## config.mk

```make
export PLATFORM = sky130hd
export DESIGN_NAME = link_align_ctrl
export DESIGN_NICKNAME = d
export VERILOG_FILES = /design/src/rtl/lv2_link_pkg.sv /design/src/rtl/link_align_fsm.sv /design/src/rtl/link_align_ctrl.sv
export SDC_FILE = /design/constraint.sdc
export NUM_CORES = 1
export LEC_CHECK = 0
export BUFFER_PORTS_ARGS = -buffer_cell sky130_fd_sc_hd__clkbuf_2
export CAP_MARGIN = 25
export CORE_MARGIN = 2
export CORE_UTILIZATION = 30
export DETAILED_ROUTE_END_ITERATION = 16
export GPL_TIMING_DRIVEN = 0
export HOLD_SLACK_MARGIN = 0.05
export PLACE_DENSITY = 0.46
export SLEW_MARGIN = 20
export SYNTH_ARGS = -nofsm -noshare
export SYNTH_HDL_FRONTEND = slang
export SYNTH_SLANG_ARGS = --single-unit
export TNS_END_PERCENT = 1
```

## constraint.sdc

```tcl
create_clock -name clk -period 2.8 [get_ports clk]
set_input_delay 0 -clock clk [delete_from_list [all_inputs] [get_ports clk]]
set_output_delay 0 -clock clk [all_outputs]
set_load 0.01 [all_outputs]
```

## src/rtl/lv2_link_pkg.sv

```systemverilog
// Shared types and defaults for the LV2 layer-2 TLK link alignment supervisor.
package lv2_link_pkg;

  typedef enum logic [2:0] {
    IDLE   = 3'd0,
    WAIT   = 3'd1,
    SETTLE = 3'd2,
    LOCKED = 3'd3,
    RETRY  = 3'd4,
    FAIL   = 3'd5
  } link_state_t;

  localparam logic [2:0] ST_IDLE   = IDLE;
  localparam logic [2:0] ST_WAIT   = WAIT;
  localparam logic [2:0] ST_SETTLE = SETTLE;
  localparam logic [2:0] ST_LOCKED = LOCKED;
  localparam logic [2:0] ST_RETRY  = RETRY;
  localparam logic [2:0] ST_FAIL   = FAIL;

  localparam int DEF_N_LINKS        = 8;
  localparam int DEF_SETTLE_CYCLES  = 500;
  localparam int DEF_TIMEOUT_CYCLES = 65535;
  localparam int DEF_RST_PULSE      = 16;
  localparam int DEF_MAX_RETRY      = 3;

  localparam int LOCK_LOSS_W = 8;

  function automatic int cnt_w(input int limit);
    return (limit > 1) ? $clog2(limit) : 1;
  endfunction

endpackage

```

## src/rtl/link_align_fsm.sv

```systemverilog
// One TLK link: falling-edge detect, settle/timeout timers, retry pulses, fail latch.
// Lock-loss counter is built only when LINK_ERR_CNT_EN is defined.
module link_align_fsm
  import lv2_link_pkg::*;
#(
  parameter int SETTLE_CYCLES  = DEF_SETTLE_CYCLES,
  parameter int TIMEOUT_CYCLES = DEF_TIMEOUT_CYCLES,
  parameter int RST_PULSE      = DEF_RST_PULSE,
  parameter int MAX_RETRY      = DEF_MAX_RETRY
) (
  input  logic                   clk,
  input  logic                   reset,
  input  logic                   live,
  input  logic                   tlk_err,
  output logic                   dval,
  output logic                   tlk_rst_req,
  output logic                   link_fail,
  output logic [LOCK_LOSS_W-1:0] lock_loss_cnt
);

  localparam int TW = cnt_w(TIMEOUT_CYCLES);
  localparam int SW = cnt_w(SETTLE_CYCLES);
  localparam int PW = cnt_w(RST_PULSE);
  // Retry count must reach MAX_RETRY itself, so size for MAX_RETRY+1 values.
  localparam int RW = cnt_w(MAX_RETRY + 1);

  localparam logic [TW-1:0] T_LAST = TW'(TIMEOUT_CYCLES - 1);
  localparam logic [SW-1:0] S_LAST = SW'(SETTLE_CYCLES - 1);
  localparam logic [PW-1:0] P_LAST = PW'(RST_PULSE - 1);
  localparam logic [RW-1:0] R_MAX  = RW'(MAX_RETRY);

  logic [2:0]    state;
  logic          pipe;
  logic [TW-1:0] tcnt;
  logic [SW-1:0] scnt;
  logic [PW-1:0] pcnt;
  logic [RW-1:0] rcnt;
  logic          fell;

  assign fell = ~tlk_err & pipe;

  always_ff @(posedge clk) begin
    if (reset || !live) begin
      state       <= ST_IDLE;
      pipe        <= 1'b0;
      tcnt        <= '0;
      scnt        <= '0;
      pcnt        <= '0;
      rcnt        <= '0;
      dval        <= 1'b0;
      tlk_rst_req <= 1'b0;
      link_fail   <= 1'b0;
    end else begin
      // The pipe stays clear in IDLE so a link already low at LIVE rise shows no edge.
      pipe <= (state == ST_IDLE) ? 1'b0 : tlk_err;
      case (state)
        ST_IDLE: begin
          state <= ST_WAIT;
          tcnt  <= '0;
          rcnt  <= '0;
        end
        ST_WAIT: begin
          if (fell) begin
            state <= ST_SETTLE;
            scnt  <= '0;
          end else if (tcnt == T_LAST) begin
            state       <= ST_RETRY;
            rcnt        <= rcnt + 1'b1;
            pcnt        <= '0;
            tlk_rst_req <= 1'b1;
          end else begin
            tcnt <= tcnt + 1'b1;
          end
        end
        ST_SETTLE: begin
          if (tlk_err) begin
            state <= ST_WAIT;
            tcnt  <= '0;
          end else if (scnt == S_LAST) begin
            state <= ST_LOCKED;
            dval  <= 1'b1;
          end else begin
            scnt <= scnt + 1'b1;
          end
        end
        ST_LOCKED: begin
          if (tlk_err) begin
            state <= ST_WAIT;
            tcnt  <= '0;
            dval  <= 1'b0;
          end
        end
        ST_RETRY: begin
          if (pcnt == P_LAST) begin
            tlk_rst_req <= 1'b0;
            tcnt        <= '0;
            if (rcnt == R_MAX) begin
              state     <= ST_FAIL;
              link_fail <= 1'b1;
            end else begin
              state <= ST_WAIT;
            end
          end else begin
            pcnt <= pcnt + 1'b1;
          end
        end
        ST_FAIL: state <= ST_FAIL;
        default: state <= ST_IDLE;
      endcase
    end
  end

`ifdef LINK_ERR_CNT_EN
  // Only reset clears the history; LIVE drops keep it for diagnostics.
  always_ff @(posedge clk) begin
    if (reset) begin
      lock_loss_cnt <= '0;
    end else if (live && (state == ST_LOCKED) && tlk_err && (lock_loss_cnt != '1)) begin
      lock_loss_cnt <= lock_loss_cnt + 1'b1;
    end
  end
`else
  assign lock_loss_cnt = '0;
`endif

endmodule

```

## src/rtl/link_align_ctrl.sv

```systemverilog
// Supervises N_LINKS TLK receivers and produces the registered all-links-valid gate.
// Per-link lock-loss counters exist only when LINK_ERR_CNT_EN is defined.
module link_align_ctrl
  import lv2_link_pkg::*;
#(
  parameter int N_LINKS        = DEF_N_LINKS,
  parameter int SETTLE_CYCLES  = DEF_SETTLE_CYCLES,
  parameter int TIMEOUT_CYCLES = DEF_TIMEOUT_CYCLES,
  parameter int RST_PULSE      = DEF_RST_PULSE,
  parameter int MAX_RETRY      = DEF_MAX_RETRY
) (
  input  logic                           clk,
  input  logic                           reset,
  input  logic                           LIVE,
  input  logic [N_LINKS-1:0]             tlk_err,
  output logic [N_LINKS-1:0]             dval,
  output logic                           all_dval,
  output logic [N_LINKS-1:0]             tlk_rst_req,
  output logic [N_LINKS-1:0]             link_fail,
  output logic [LOCK_LOSS_W*N_LINKS-1:0] lock_loss_cnt
);

  for (genvar i = 0; i < N_LINKS; i++) begin : g_link
    link_align_fsm #(
      .SETTLE_CYCLES (SETTLE_CYCLES),
      .TIMEOUT_CYCLES(TIMEOUT_CYCLES),
      .RST_PULSE     (RST_PULSE),
      .MAX_RETRY     (MAX_RETRY)
    ) u_fsm (
      .clk          (clk),
      .reset        (reset),
      .live         (LIVE),
      .tlk_err      (tlk_err[i]),
      .dval         (dval[i]),
      .tlk_rst_req  (tlk_rst_req[i]),
      .link_fail    (link_fail[i]),
      .lock_loss_cnt(lock_loss_cnt[i*LOCK_LOSS_W +: LOCK_LOSS_W])
    );
  end

  // Registered so the event-builder gate is glitch-free; lags dval by one cycle.
  always_ff @(posedge clk) begin
    if (reset) begin
      all_dval <= 1'b0;
    end else begin
      all_dval <= &dval;
    end
  end

endmodule

```

* Word level (Yosys, flattened, before mapping)
Index checks and enable logic that the tools add are counted.
** Cells by class
- $add $sub $neg :: 32
- Reduce and logical (&&, ||, !) cells :: 131
- Bitwise gates (word level) :: 16
- Eq/ne operators :: 176
- Mux-type cells :: 256
** Operator list (count)
- 2-to-1 mux 16 bit :: 32
- one-hot mux 16 bit (4 select lines) :: 8
- 2-to-1 mux 9 bit :: 24
- 2-to-1 mux 3 bit :: 56
- AND reduction 4 bit :: 40
- one-hot mux 3 bit (6 select lines) :: 8
- one-hot mux 9 bit (2 select lines) :: 8
- adder 16 x 1 -> 16 bit (second input constant) :: 8
- == test 16 bit (second input constant) :: 8
- 2-to-1 mux 4 bit :: 24
- inequality test 2 bit (second input constant) :: 48
- inequality test 2 x 1 -> 1 bit (second input constant) :: 40
- adder 9 x 1 -> 9 bit (second input constant) :: 8
- == test 9 bit (second input constant) :: 8
- one-hot mux 4 bit (2 select lines) :: 8
- nonzero test 2 bit :: 32
- == test 3 x 2 -> 1 bit (second input constant) :: 16
- == test 3 bit (second input constant) :: 16
- 2-to-1 mux 1 bit :: 48
- AND reduction 3 bit :: 16
- AND reduction 5 bit :: 8
- adder 4 x 1 -> 4 bit (second input constant) :: 8
- == test 4 bit (second input constant) :: 8
- 2-to-1 mux 2 bit :: 16
- other kinds (15) :: 115
** Storage, ports and cells
- Input port bits :: 11
- Bits in registers :: 305
- Logic and storage cells :: 684
- Output and inout bits :: 89

* Longest topological paths before layout
Gate-level depths: netlist of the first run.
- Depth after elaboration :: 4
- Gate-level depth with buffers :: 8
- Depth with buffers taken out :: 7

* Modules after synthesis
A second synthesis of the first run with hierarchy kept.
** Second synthesis, totals
- Cell total of the unflattened synthesis :: 2177
- Area, all modules :: 17433.0 um^2
** By module, submodules not included
- link_align_fsm at g_link[0].u_fsm ... :: times used 3, area each 2139.6 um^2, sequential area each 760.7 um^2, cells each 277
- link_align_fsm at g_link[5].u_fsm ... :: times used 2, area each 2150.8 um^2, sequential area each 760.7 um^2, cells each 261
- link_align_fsm at g_link[7].u_fsm :: times used 1, area each 2297.2 um^2, sequential area each 760.7 um^2, cells each 272
- link_align_fsm at g_link[2].u_fsm :: times used 1, area each 2229.6 um^2, sequential area each 760.7 um^2, cells each 274
- link_align_fsm at g_link[4].u_fsm :: times used 1, area each 2138.3 um^2, sequential area each 760.7 um^2, cells each 273
- link_align_ctrl :: times used 1, area each 47.5 um^2, sequential area each 20.0 um^2, cells each 5

* Least setup slack after synthesis of the first run
OpenSTA, ideal clock, no wires.
- Kind :: register to register
- Start :: register g_link[7].u_fsm.state[1]
- End :: register g_link[7].u_fsm.pcnt[1]
- Library setup time :: 128 ps
- Clock period less this slack :: 1939 ps
- Arrival time :: 1812 ps
- Stages on the path, launching flop included :: 8
- Path buffers :: 2
- Path slack :: 861 ps
- Data required time :: 2672 ps
- Path through :: dfxtp_1 buf_6 or3b_1 buf_6 or4_1 o21a_1 a22oi_1 nor2_1
** Between the ends
- Longest elaborated chain between the ends :: 3
- Elaborated cells between the ends (all ways) :: 8
- Those cells by class :: 5 x eq/ne; 1 x mux; 2 x reduce/logical
** Ends and longest elaborated chain
- from (decl) :: line link_align_fsm.sv:32 : logic [2:0] state;
- from (signal assigned) :: line link_align_fsm.sv:44 : state <= ST_IDLE;
- from (signal assigned) :: line link_align_fsm.sv:58 : state <= ST_WAIT;
- from (signal assigned) :: line link_align_fsm.sv:64 : state <= ST_SETTLE;
- == test 3 x 1 -> 1 bit / == test 3 bit (equally long branches) :: line link_align_fsm.sv:56 : case (state)
- inequality test 2 bit (no source line), or another cell as far along
- AND reduction 4 bit (no source line)
- to (signal assigned) :: line link_align_fsm.sv:104 : pcnt <= pcnt + 1'b1;
- to (decl) :: line link_align_fsm.sv:36 : logic [PW-1:0] pcnt;
Several ways; a longest one is shown, not always the timed one.
A chain may end at the register's enable or synchronous reset.

* Worst setup path in the final report of the first run
- Start :: register g_link[0].u_fsm.pcnt[0]
- End :: register g_link[0].u_fsm.tcnt[10]
** Between the ends
- Longest elaborated chain between the ends :: 3
** Ends and longest elaborated chain
- from (decl) :: line link_align_fsm.sv:36
- from (signal assigned) :: line link_align_fsm.sv:104
- == test 4 bit :: line link_align_fsm.sv:94 : if (pcnt == P_LAST) begin
- inequality test 2 x 1 -> 1 bit (no source line)
- AND reduction 5 bit (no source line)
- to (signal assigned) :: line link_align_fsm.sv:72 : tcnt <= tcnt + 1'b1;
- to (decl) :: line link_align_fsm.sv:34 : logic [TW-1:0] tcnt;
No other way between the ends.

==> metrics.txt, run 1 <==
Buf/Inv on CP=1; layout cells sized above 1=12.8%; H-tree levels=2; post-synthesis async set-or-reset flop share=0%; CTS root buf=clkbuf_16; Clock Latency Late Sink=between 500 and 600 ps; synth warn=0; Max Fclk=just under 0.4 GHz; unrepaired setup endpoints after global routing=no; Synth Flop Type=dfxtp_1; DR WL/cell=17.3 µm; critical path, cell by cell=ha_1 > nand3_1 > and2_1 > clkbuf_1 > o21ai_1 > a21boi_0 > a31oi_1; worst setup path class=flop to flop; mapped cell area=~0.017 mm²; Post-CTS Resized=0; commonest non-fill, non-tap cell in the layout=dfxtp_1; Site Rows=87; Initial DRT Pass Iterations=5; Crit. End Element=flop; internal power=approximately 8 mW; Clk pin slew, worst setup/hold paths=~50 ps; vias per cell=5.38; All-Layer GR Usage=approximately 18%; DIE WIDTH=~240 µm; power density over the cells=between 500 and 600 mW/mm²; Reg power frac=between 40 and 50%; Setup Viol. Count Final=0; Final Skew=roughly 8.5 ps; Num CTS Buffers=40; Critical Path Start=g_link[0].u_fsm.pcnt[0]$_SDFFE_PP0P_; Final min period=roughly 2600 ps; commonest cells after routing, fill and taps aside=305 x dfxtp_1, 187 x nor2_1, 182 x a21oi_1, 173 x nand2_1, 123 x o21ai_0; final period utilization=approximately nine tenths; CP max stage cell=a21boi_0; Post-synth EDFFs=0; CP required=3210 ps; worst-margin pin slew=1040 ps; Mean Syn Cell Area=between 8 and 9 µm²; sw frac=between 20% and 30%; CTS tree=built; DP Wirelength=roughly 37,000 µm; largest net degree at the start of global routing=13; P_sw=between 2 and 3 mW; Starting Density=between 30 and 40%; DR DRC count=0; Fin. Hold Viols=0; Die ar.=0.0587 mm²; crit path setup slack, layout=between 200 and 250 ps; flops & latches, synth=slightly above 300; Remaining Overflow, GRT=0; IO Count=100; Comb power frac=6.3%; Worst Hold Class=primary input to flop; crit-path max FO=8; final antenna-violating net count=0; core box area=roughly 0.056 mm²; Max VDD drop=approximately 360 µV; max-cap check violation count=0; Die Ht=242 µm; worst hold start=reset; ant diodes=0; worst hold slack=about 280 ps; Slew headroom=a little under a third; GPL Wtd Cong=~0.83; nets=between 2,000 and 2,500; Seq/Total Area, Yosys=35.8%; max-slew violation count=0; initial antenna violation count=1; post-synth cell types=96; vias in the first global route=approximately 15,000; clock power share=52.9%; CP peak stage delay=around 630 ps; cells after synthesis=2,118; Lkg Pwr=between 6 and 7 nW; Worst setup SP type=flop; Worst R2R Start=g_link[0].u_fsm.pcnt[0]$_SDFFE_PP0P_; dpl ws=-278 ps; first-pass GRT wire length=between 80,000 and 90,000 µm; initial DRC count=1,128; outcome=complete, no violations; IO buf count=32; via count=around 16,000; final WL=roughly 53,000 µm; Top delay family on crit path=compound AO/OA/AOI/OAI gates; Worst Path Arrival=between 2000 and 3000 ps; Synth-to-Final Area Change=17.4%; clock buffer depth=3; CTS Sinks=~300
[power by group through the flow]
stage | Sequential [mW] | Clock, mW | Combinational, mW
after floorplan | 4.47 | 0 | 0.435
after global placement | 4.48 | 0 | 0.654
after detailed placement | 4.48 | 0 | 0.665
after CTS | 4.38 | 5.84 | 0.678
after global routing | 4.38 | 5.98 | 0.740
final | 4.38 | 5.67 | 0.678
[flip-flops by register name, summed over array words and instances (netlist names)]
name and flops:
g_link.u_fsm.dval 8, g_link.u_fsm.pipe 8, all_dval 1, g_link.u_fsm.pcnt 32, g_link.u_fsm.tcnt 128, g_link.u_fsm.rcnt 16
g_link.u_fsm.link_fail 8, g_link.u_fsm.tlk_rst_req 8, g_link.u_fsm.state 24, g_link.u_fsm.scnt 72
[cell families after synthesis]
kind of cell               synth area share, %
DFF                                       35.8
adders and majority gates                 2.94
xor gates and xnor gates                 0.668
muxes                                    0.779
and+or+nand+nor                           27.8
buffers and inverters                     7.52
other                                   0.0220
AOI/OAI and AO/OA                         24.4
[final cells by class]
class | instances | area (µm²)
clock buffers | 60 | 1220
clock inverters | 12 | 244
flip-flops and latches | 305 | 6110
inverters | 38 | 143
multi-input cells | 1644 | 9890
fillers | 5974 | 36300
plain buffers | 194 | 1140
well taps | 756 | 946
repair buffers | 47 | 323
[synthesized netlist by cell type, types with 32 or more instances]
master	number	area share, %
buf_4	90	4.0
inv_1	38	0.84
nor2_1	187	4.1
nand2_1	173	3.8
a21oi_1	182	5.3
ha_1	40	2.9
a311oi_1	40	2.1
o21ai_0	123	3.6
nor3_1	71	2.1
and3_1	44	1.6
dfxtp_1	305	36
a31oi_1	58	2.1
nand3_1	110	3.2
nand4_1	42	1.5
clkbuf_1	53	1.2
nand2b_1	32	1.2
[per-stage QoR]
stage	power (mW)	TNS (ps)	cell area, µm²	instances	utilization, %
floorplan	4.90	0	17300	2181	-
global placement	5.13	-18790	18400	2969	32.7
detailed placement	5.14	-3250	18500	2975	32.8
CTS	10.9	0	20000	3056	35.5
global route	11.1	0	20000	3056	35.5
finish	10.7	0	20000	3056	35.5
[worst paths after layout]
path | slack (ps) | end | depth (start not counted)
setup reg to reg | 230 | g_link[0].u_fsm.tcnt[10]$_SDFFE_PP0P_ | 7
hold / removal | 280 | all_dval$_SDFF_PP0_ | 3
setup / recovery | 230 | g_link[0].u_fsm.tcnt[10]$_SDFFE_PP0P_ | 7
hold reg to reg | 460 | g_link[2].u_fsm.rcnt[0]$_SDFFE_PP0P_ | 1
[per-layer routing]
| layer | global-route usage (%) | wire (µm) |
|---|---|---|
| met1 | 24.4 | 25200 |
| met5 | 0 | 0 |
| met2 | 27.9 | 23800 |
| met4 | 5.90 | 1430 |
| met3 | 2.22 | 2490 |
[worst min-delay path, delay by kind of cell]
kind | cells | cell delay [ps]
buf+inv | 2 | 700
simple gates | 1 | 80
[timing repair]
item | in CTS | in global routing
endpoints found under the setup margin | 0 | 0
endpoints found under the hold margin | 37 | 0
setup buffers | 0 | 0
hold buffers | 9 | 0
Note: power is estimated with default switching activity, not from simulation.
==> run 2: changes to the inputs <==
Settings changed: CORE_UTILIZATION 30 to 50, PLACE_DENSITY 0.46 to 0.69.
==> run 2 against run 1 <==
Non-clock buffer count shrank 3. Sequential power is essentially flat. Cell count shrank 10%. Worst setup slack gained 77 ps. Worst hold slack gained 48 ps. Combinational power shrank 3.7%. Routed wire length shrank 10%. Clock skew grew 1.3 ps. Critical path depth is the same. Global-route usage grew 8.3 points. Largest cell class unchanged. Largest power group unchanged.
==> metrics.txt, run 2 (synthesized netlist as in run 1, its figures left out) <==
Reg with most FFs=g_link.u_fsm.tcnt; DIE WIDTH=189 µm (-22%); Reg power frac=43.7% (+2.9 points); max reg flops=128 (unchanged); busiest grt layer=met2; Clock Latency Late Sink=520 ps (-30 ps); Slew headroom=31.7% (+0.95 points); commonest non-fill, non-tap cell in the layout=dfxtp_1; CTS Sinks=305 (unchanged); Die Ht=189 µm (-22%); P_sw=2.37 mW (-6.1%); unrepaired setup endpoints after global routing=no; internal power=7.66 mW (-6.8%); commonest cells after routing, fill and taps aside=305 x dfxtp_1, 187 x nor2_1, 182 x a21oi_1, 173 x nand2_1, 123 x o21ai_0; Worst Path Arrival=2870 ps (-110 ps); grt met1 use=35.3% (+11 points); CP max stage cell=o21ai_1; Starting Density=50.8% (+21 points); Num CTS Buffers=36 (-10%); core box area=0.0335 mm² (-40%); setup_tns=0 ps (unchanged); Max VDD drop=383 µV (+7.5%); final period utilization=89.1% (-2.7 points); initial antenna violation count=1 (unchanged); initial DRC count=1,475 (+31%); max-cap check violation count=0 (unchanged); first-pass GRT wire length=76,200 µm (-9.4%); worst setup path class=flop to flop; met3 Use GR=4.19% (+2.0 points); Site Rows=67 (-23%); Max Fclk=0.401 GHz (+3.1%); H-tree levels=2 (unchanged); ant diodes=0 (unchanged); via count=16,641 (+1.2%); max-slew violation count=0 (unchanged); layout cells sized above 1=12.4% (-0.42 points); Synth-to-Final Area Change=13.7%; CP peak stage delay=600 ps (-30 ps); finished layout cell area=0.0194 mm² (-3.2%); worst-margin pin slew=1020 ps (-14.3 ps); Worst Hold Class=primary input to flop; outcome=complete, no violations; CTS tree=built; Overall Power=10.0 mW (-6.6%); vias in the first global route=14,954 (-0.76%); GPL Wtd Cong=0.927 (+12%); Lkg Pwr=6.74 nW (-1.7%); placed standard-cell area=0.0180 mm² (-2.4%); final WL=47,500 µm (-10%); crit-path max FO=8 (unchanged); All-Layer GR Usage=25.8% (+8.3 points); Remaining Overflow, GRT=0 (unchanged); crit path setup slack, layout=306 ps (+76.6 ps); clock power share=49.8% (-3.1 points); # hold bufs at CTS=9 (unchanged); vias per cell=6.08 (+13%); IO buf count=32 (unchanged); GR Util met2=41.2% (+13 points); CTS root buf=clkbuf_16; DR WL/cell=17.3 µm (+0.22%); nets=2,314 (-0.30%); final antenna-violating net count=0 (unchanged); Setup Viol. Count Final=0 (unchanged); critical path, cell by cell=ha_1 > nand3_1 > and2_1 > clkbuf_1 > o21ai_1 > a21boi_0 > a31oi_1; IO Count=100 (unchanged); Post-CTS Resized=0 (unchanged); largest net degree at the start of global routing=14 (+1); power density over the cells=517 mW/mm² (-3.6%); sw frac=23.6% (+0.12 points); Initial DRT Pass Iterations=5 (unchanged); Die ar.=0.0356 mm² (-39%); DR DRC count=0 (unchanged); Worst setup SP type=flop; Final Skew=9.74 ps (+1.27 ps); CP required=3180 ps (-30 ps); Fin. Hold Viols=0 (unchanged); Final min period=2490 ps (-76.6 ps); # fillers=3,112 (-48%); Crit. End Element=flop; DP Wirelength=33,000 µm (-12%); Clk pin slew, worst setup/hold paths=60 ps (about the same); top flop regs=g_link.u_fsm.tcnt x128, g_link.u_fsm.scnt x72, g_link.u_fsm.pcnt x32; clock buffer depth=3 (unchanged); dpl ws=-24.3 ps (+254 ps); post-CTS setup buffers=0 (unchanged); Comb power frac=6.5% (+0.2 points)
==> run 2: path summary, 6_finish.rpt <==
kind / cells after the start / to / from / slack [ps]
max: 7 / g_link[0].u_fsm.tcnt[11]$_SDFFE_PP0P_ / g_link[0].u_fsm.pcnt[0]$_SDFFE_PP0P_ / 310
min: 3 / g_link[7].u_fsm.state[1]$_SDFFE_PP0P_ / tlk_err[7] / 330
max reg2reg: 7 / g_link[0].u_fsm.tcnt[11]$_SDFFE_PP0P_ / g_link[0].u_fsm.pcnt[0]$_SDFFE_PP0P_ / 310
min reg2reg: 1 / g_link[2].u_fsm.rcnt[0]$_SDFFE_PP0P_ / g_link[2].u_fsm.rcnt[0]$_SDFFE_PP0P_ / 460
==> run 2: final cells by class <==
cell class / count / area [µm²] / share of cell area [%]
clock inverter: 14 / 204 / 1.05
timing repair buffer: 44 / 282 / 1.45
sequential: 305 / 6110 / 31.5
multi-input combinational: 1644 / 9890 / 51.0
clock buffer: 50 / 1050 / 5.44
tap: 448 / 561 / 2.89
buffer: 194 / 1140 / 5.88
inverter: 38 / 143 / 0.736
==> run 2: power by group through the flow <==
stage	clock network, mW	registers, mW	logic, mW
6_report	4.99	4.38	0.653
5_1_grt	5.24	4.38	0.703
4_1_cts	5.06	4.38	0.640
3_5_place_dp	0	4.48	0.626
3_3_place_gp	0	4.47	0.617
2_1_floorplan	0	4.47	0.435
==> run 2: through the flow <==
| stage | utilization (%) | hold slack, ps | cells |
|---|---|---|---|
| final | 57.8 | 333 | 2737 |
| after global routing | 57.8 | 338 | 2737 |
| after CTS | 57.8 | 301 | 2736 |
| after detailed placement | 53.7 | 285 | 2663 |
| after global placement | 53.7 | 272 | 2661 |
| after floorplan | - | 76.3 | 2181 |
==> run 2: metal layers <==
metal | up-vias | wire, µm
li1 | 8133 | -
met1 | 7832 | 21600
met2 | 571 | 21300
met3 | 103 | 3190
met4 | 2 | 1380
met5 | - | 11
==> run 2: worst max-delay path: cells and delay by family, from the launching register on <==
family	cells	cell delay, ps
DFF	1	370
adders and majority gates	1	200
AOI/OAI and AO/OA	3	1310
and+or+nand+nor	2	300
buffers and inverters	1	180
==> run 3: changes to the inputs <==
Clock period 2.8 ns to 3 ns, I/O delays scaled along.
==> run 3 against run 2 <==
Combinational power fell by 6.6%. Critical path type is now primary input to flop. Worst hold slack got worse by 2.3 ps. Cell count did not move. Global-route usage did not move. Clock power fell by 6.6%. Register-to-register slack improved by 190 ps. Worst setup slack got worse by 170 ps.
==> metrics.txt, run 3 (synthesized netlist as in run 1, its figures left out) <==
outcome=complete, no violations; Synth-to-Final Area Change=13.7% (unchanged); clock power share=49.8% (about the same); Die ar.=0.0356 mm² (unchanged); critical path, cell by cell=dlygate4sd3_1 > clkbuf_2 > nor2b_1 > clkbuf_1 > clkbuf_1 > clkbuf_1 > o221a_2; IO buf count=32 (unchanged); Num CTS Buffers=36 (unchanged); Final min period=between 2000 and 3000 ps; Max Fclk=roughly 0.35 GHz; final period utilization=a little over nine tenths; Reg power frac=43.7% (about the same); ant diodes=0 (unchanged); post-CTS setup buffers=0 (unchanged); setup_tns=0 ps (unchanged); P_sw=2.21 mW (-6.7%); GR Util met2=41.2% (unchanged); DR DRC count=0 (unchanged); H-tree levels=2 (unchanged); Reg with most FFs=g_link.u_fsm.tcnt; final antenna-violating net count=0 (unchanged); reg2reg setup slack=500 ps (+190 ps); sw frac=23.6% (about the same); max-cap check violation count=0 (unchanged); CP required=3460 ps (+280 ps); most frequent CP cell=clkbuf_1; Reg2Reg Depth=7 (unchanged); Remaining Overflow, GRT=0 (unchanged); clock buffer depth=3 (unchanged); Critical Path Start=reset; max reg flops=128 (unchanged); final WL=47,400 µm (-0.13%); Post-CTS Resized=0 (unchanged); fin util=57.8% (unchanged); Max VDD drop=357 µV (-6.8%); first-pass GRT wire length=76,200 µm (about the same); vias in the first global route=14,956 (+0.013%); DIE WIDTH=189 µm (unchanged); met3 Use GR=4.19% (unchanged); Worst Path Arrival=3330 ps (+460 ps); Clock Latency Late Sink=520 ps (about the same); All-Layer GR Usage=25.8% (unchanged); grt met1 use=35.3% (unchanged); unrepaired setup endpoints after global routing=no; power density over the cells=483 mW/mm² (-6.7%); reg2reg end=g_link[0].u_fsm.tcnt[11]$_SDFFE_PP0P_; CP peak stage delay=790 ps (+190 ps); crit path setup slack, layout=137 ps (-170 ps); worst setup path class=primary input to flop; commonest cells after routing, fill and taps aside=305 x dfxtp_1, 187 x nor2_1, 182 x a21oi_1, 173 x nand2_1, 123 x o21ai_0; Final Skew=8.66 ps (-1.08 ps); busiest grt layer=met2; Slew headroom=30.7% (-1.0 points); DP Wirelength=33,000 µm (unchanged); Site Rows=67 (unchanged); via count=16,611 (-0.18%); CTS root buf=clkbuf_16; vias per cell=6.07 (-0.18%); # hold bufs at CTS=9 (unchanged); GPL Wtd Cong=0.927 (unchanged); layout cells sized above 1=12.4% (unchanged); Comb power frac=6.5% (about the same); Setup Viol. Count Final=0 (unchanged); Lkg Pwr=6.74 nW (unchanged); max-slew violation count=0 (unchanged); crit-path max FO=10 (+2); Top delay family on crit path=buffers and inverters; Worst R2R Start=g_link[0].u_fsm.pcnt[0]$_SDFFE_PP0P_; Clk pin slew, worst setup/hold paths=60 ps (about the same); Fin. Hold Viols=0 (unchanged); Crit. End Element=flop; critical path capture point=g_link[7].u_fsm.state[2]$_SDFFE_PP0P_; CTS tree=built; top flop regs=g_link.u_fsm.tcnt x128, g_link.u_fsm.scnt x72, g_link.u_fsm.pcnt x32; IO Count=100 (unchanged); nets=2,314 (unchanged); dpl ws=176 ps (+200 ps); commonest non-fill, non-tap cell in the layout=dfxtp_1; initial DRC count=1,475 (unchanged); Initial DRT Pass Iterations=6 (+1); initial antenna violation count=1 (unchanged); Critical Path Stages=7 (unchanged); internal power=7.15 mW (-6.7%); Starting Density=50.8% (unchanged); core box area=0.0335 mm² (unchanged); Buf/Inv on CP=5 (+4); worst-margin pin slew=1040 ps (+15.7 ps); CTS Sinks=305 (unchanged); Worst Hold Class=primary input to flop; Die Ht=189 µm (unchanged); CP max stage cell=clkbuf_1; DR WL/cell=17.3 µm (-0.13%); Worst setup SP type=primary input; largest net degree at the start of global routing=14 (unchanged)
## run 3: cell counts in the layout (fill, tap and decap cells not counted)
Identical to the previous run, type by type.
## run 3: through the flow
| step | hold WS (ps) | total power, mW | std cells | instance area, µm² |
|---|---|---|---|---|
| after floorplan | 76.3 | 4.58 | 2181 | 17300 |
| after global placement | 272 | 4.75 | 2661 | 18000 |
| after detailed placement | 285 | 4.76 | 2663 | 18000 |
| after CTS | 301 | 9.40 | 2736 | 19400 |
| after global routing | 338 | 9.64 | 2737 | 19400 |
| final | 331 | 9.35 | 2737 | 19400 |
## run 3: worst min-delay path, cell delays in order
cell,delay [ps]
dlygate4sd3_1,550
clkbuf_2,180
a211oi_1,70
## run 3: worst min-delay path by stage
stage	from	endpoint	slack, ps	depth (start not counted)
after floorplan	reset	all_dval$_SDFF_PP0_	80	1
after global placement	tlk_err[7]	g_link[7].u_fsm.state[1]$_SDFFE_PP0P_	270	2
after detailed placement	tlk_err[6]	g_link[6].u_fsm.state[1]$_SDFFE_PP0P_	280	2
after CTS	tlk_err[7]	g_link[7].u_fsm.state[1]$_SDFFE_PP0P_	300	3
after global routing	reset	all_dval$_SDFF_PP0_	340	3
final	tlk_err[7]	g_link[7].u_fsm.state[1]$_SDFFE_PP0P_	330	3
## run 3: power groups by stage
stage                     registers, mW  logic, mW  clock network, mW
after detailed placement           4.18      0.584                  0
final                              4.09      0.610               4.66
after floorplan                    4.17      0.406                  0
after CTS                          4.09      0.597               4.72
after global routing               4.09      0.657               4.89
after global placement             4.18      0.576                  0
## run 3: final cells by class
type	instances	area (µm²)
buffer	194	1140
clock buffer	50	1050
clock inverter	14	204
fill	3112	14200
inverter	38	143
multi-input combinational	1644	9890
sequential	305	6110
tap	448	561
timing repair buffer	44	282
## run 3: metal layers
layer  vias to the layer above  wire, µm
li1                       8132         -
met1                      7803     21400
met2                       579     21300
met3                        95      3360
met4                         2      1330
met5                         -        11
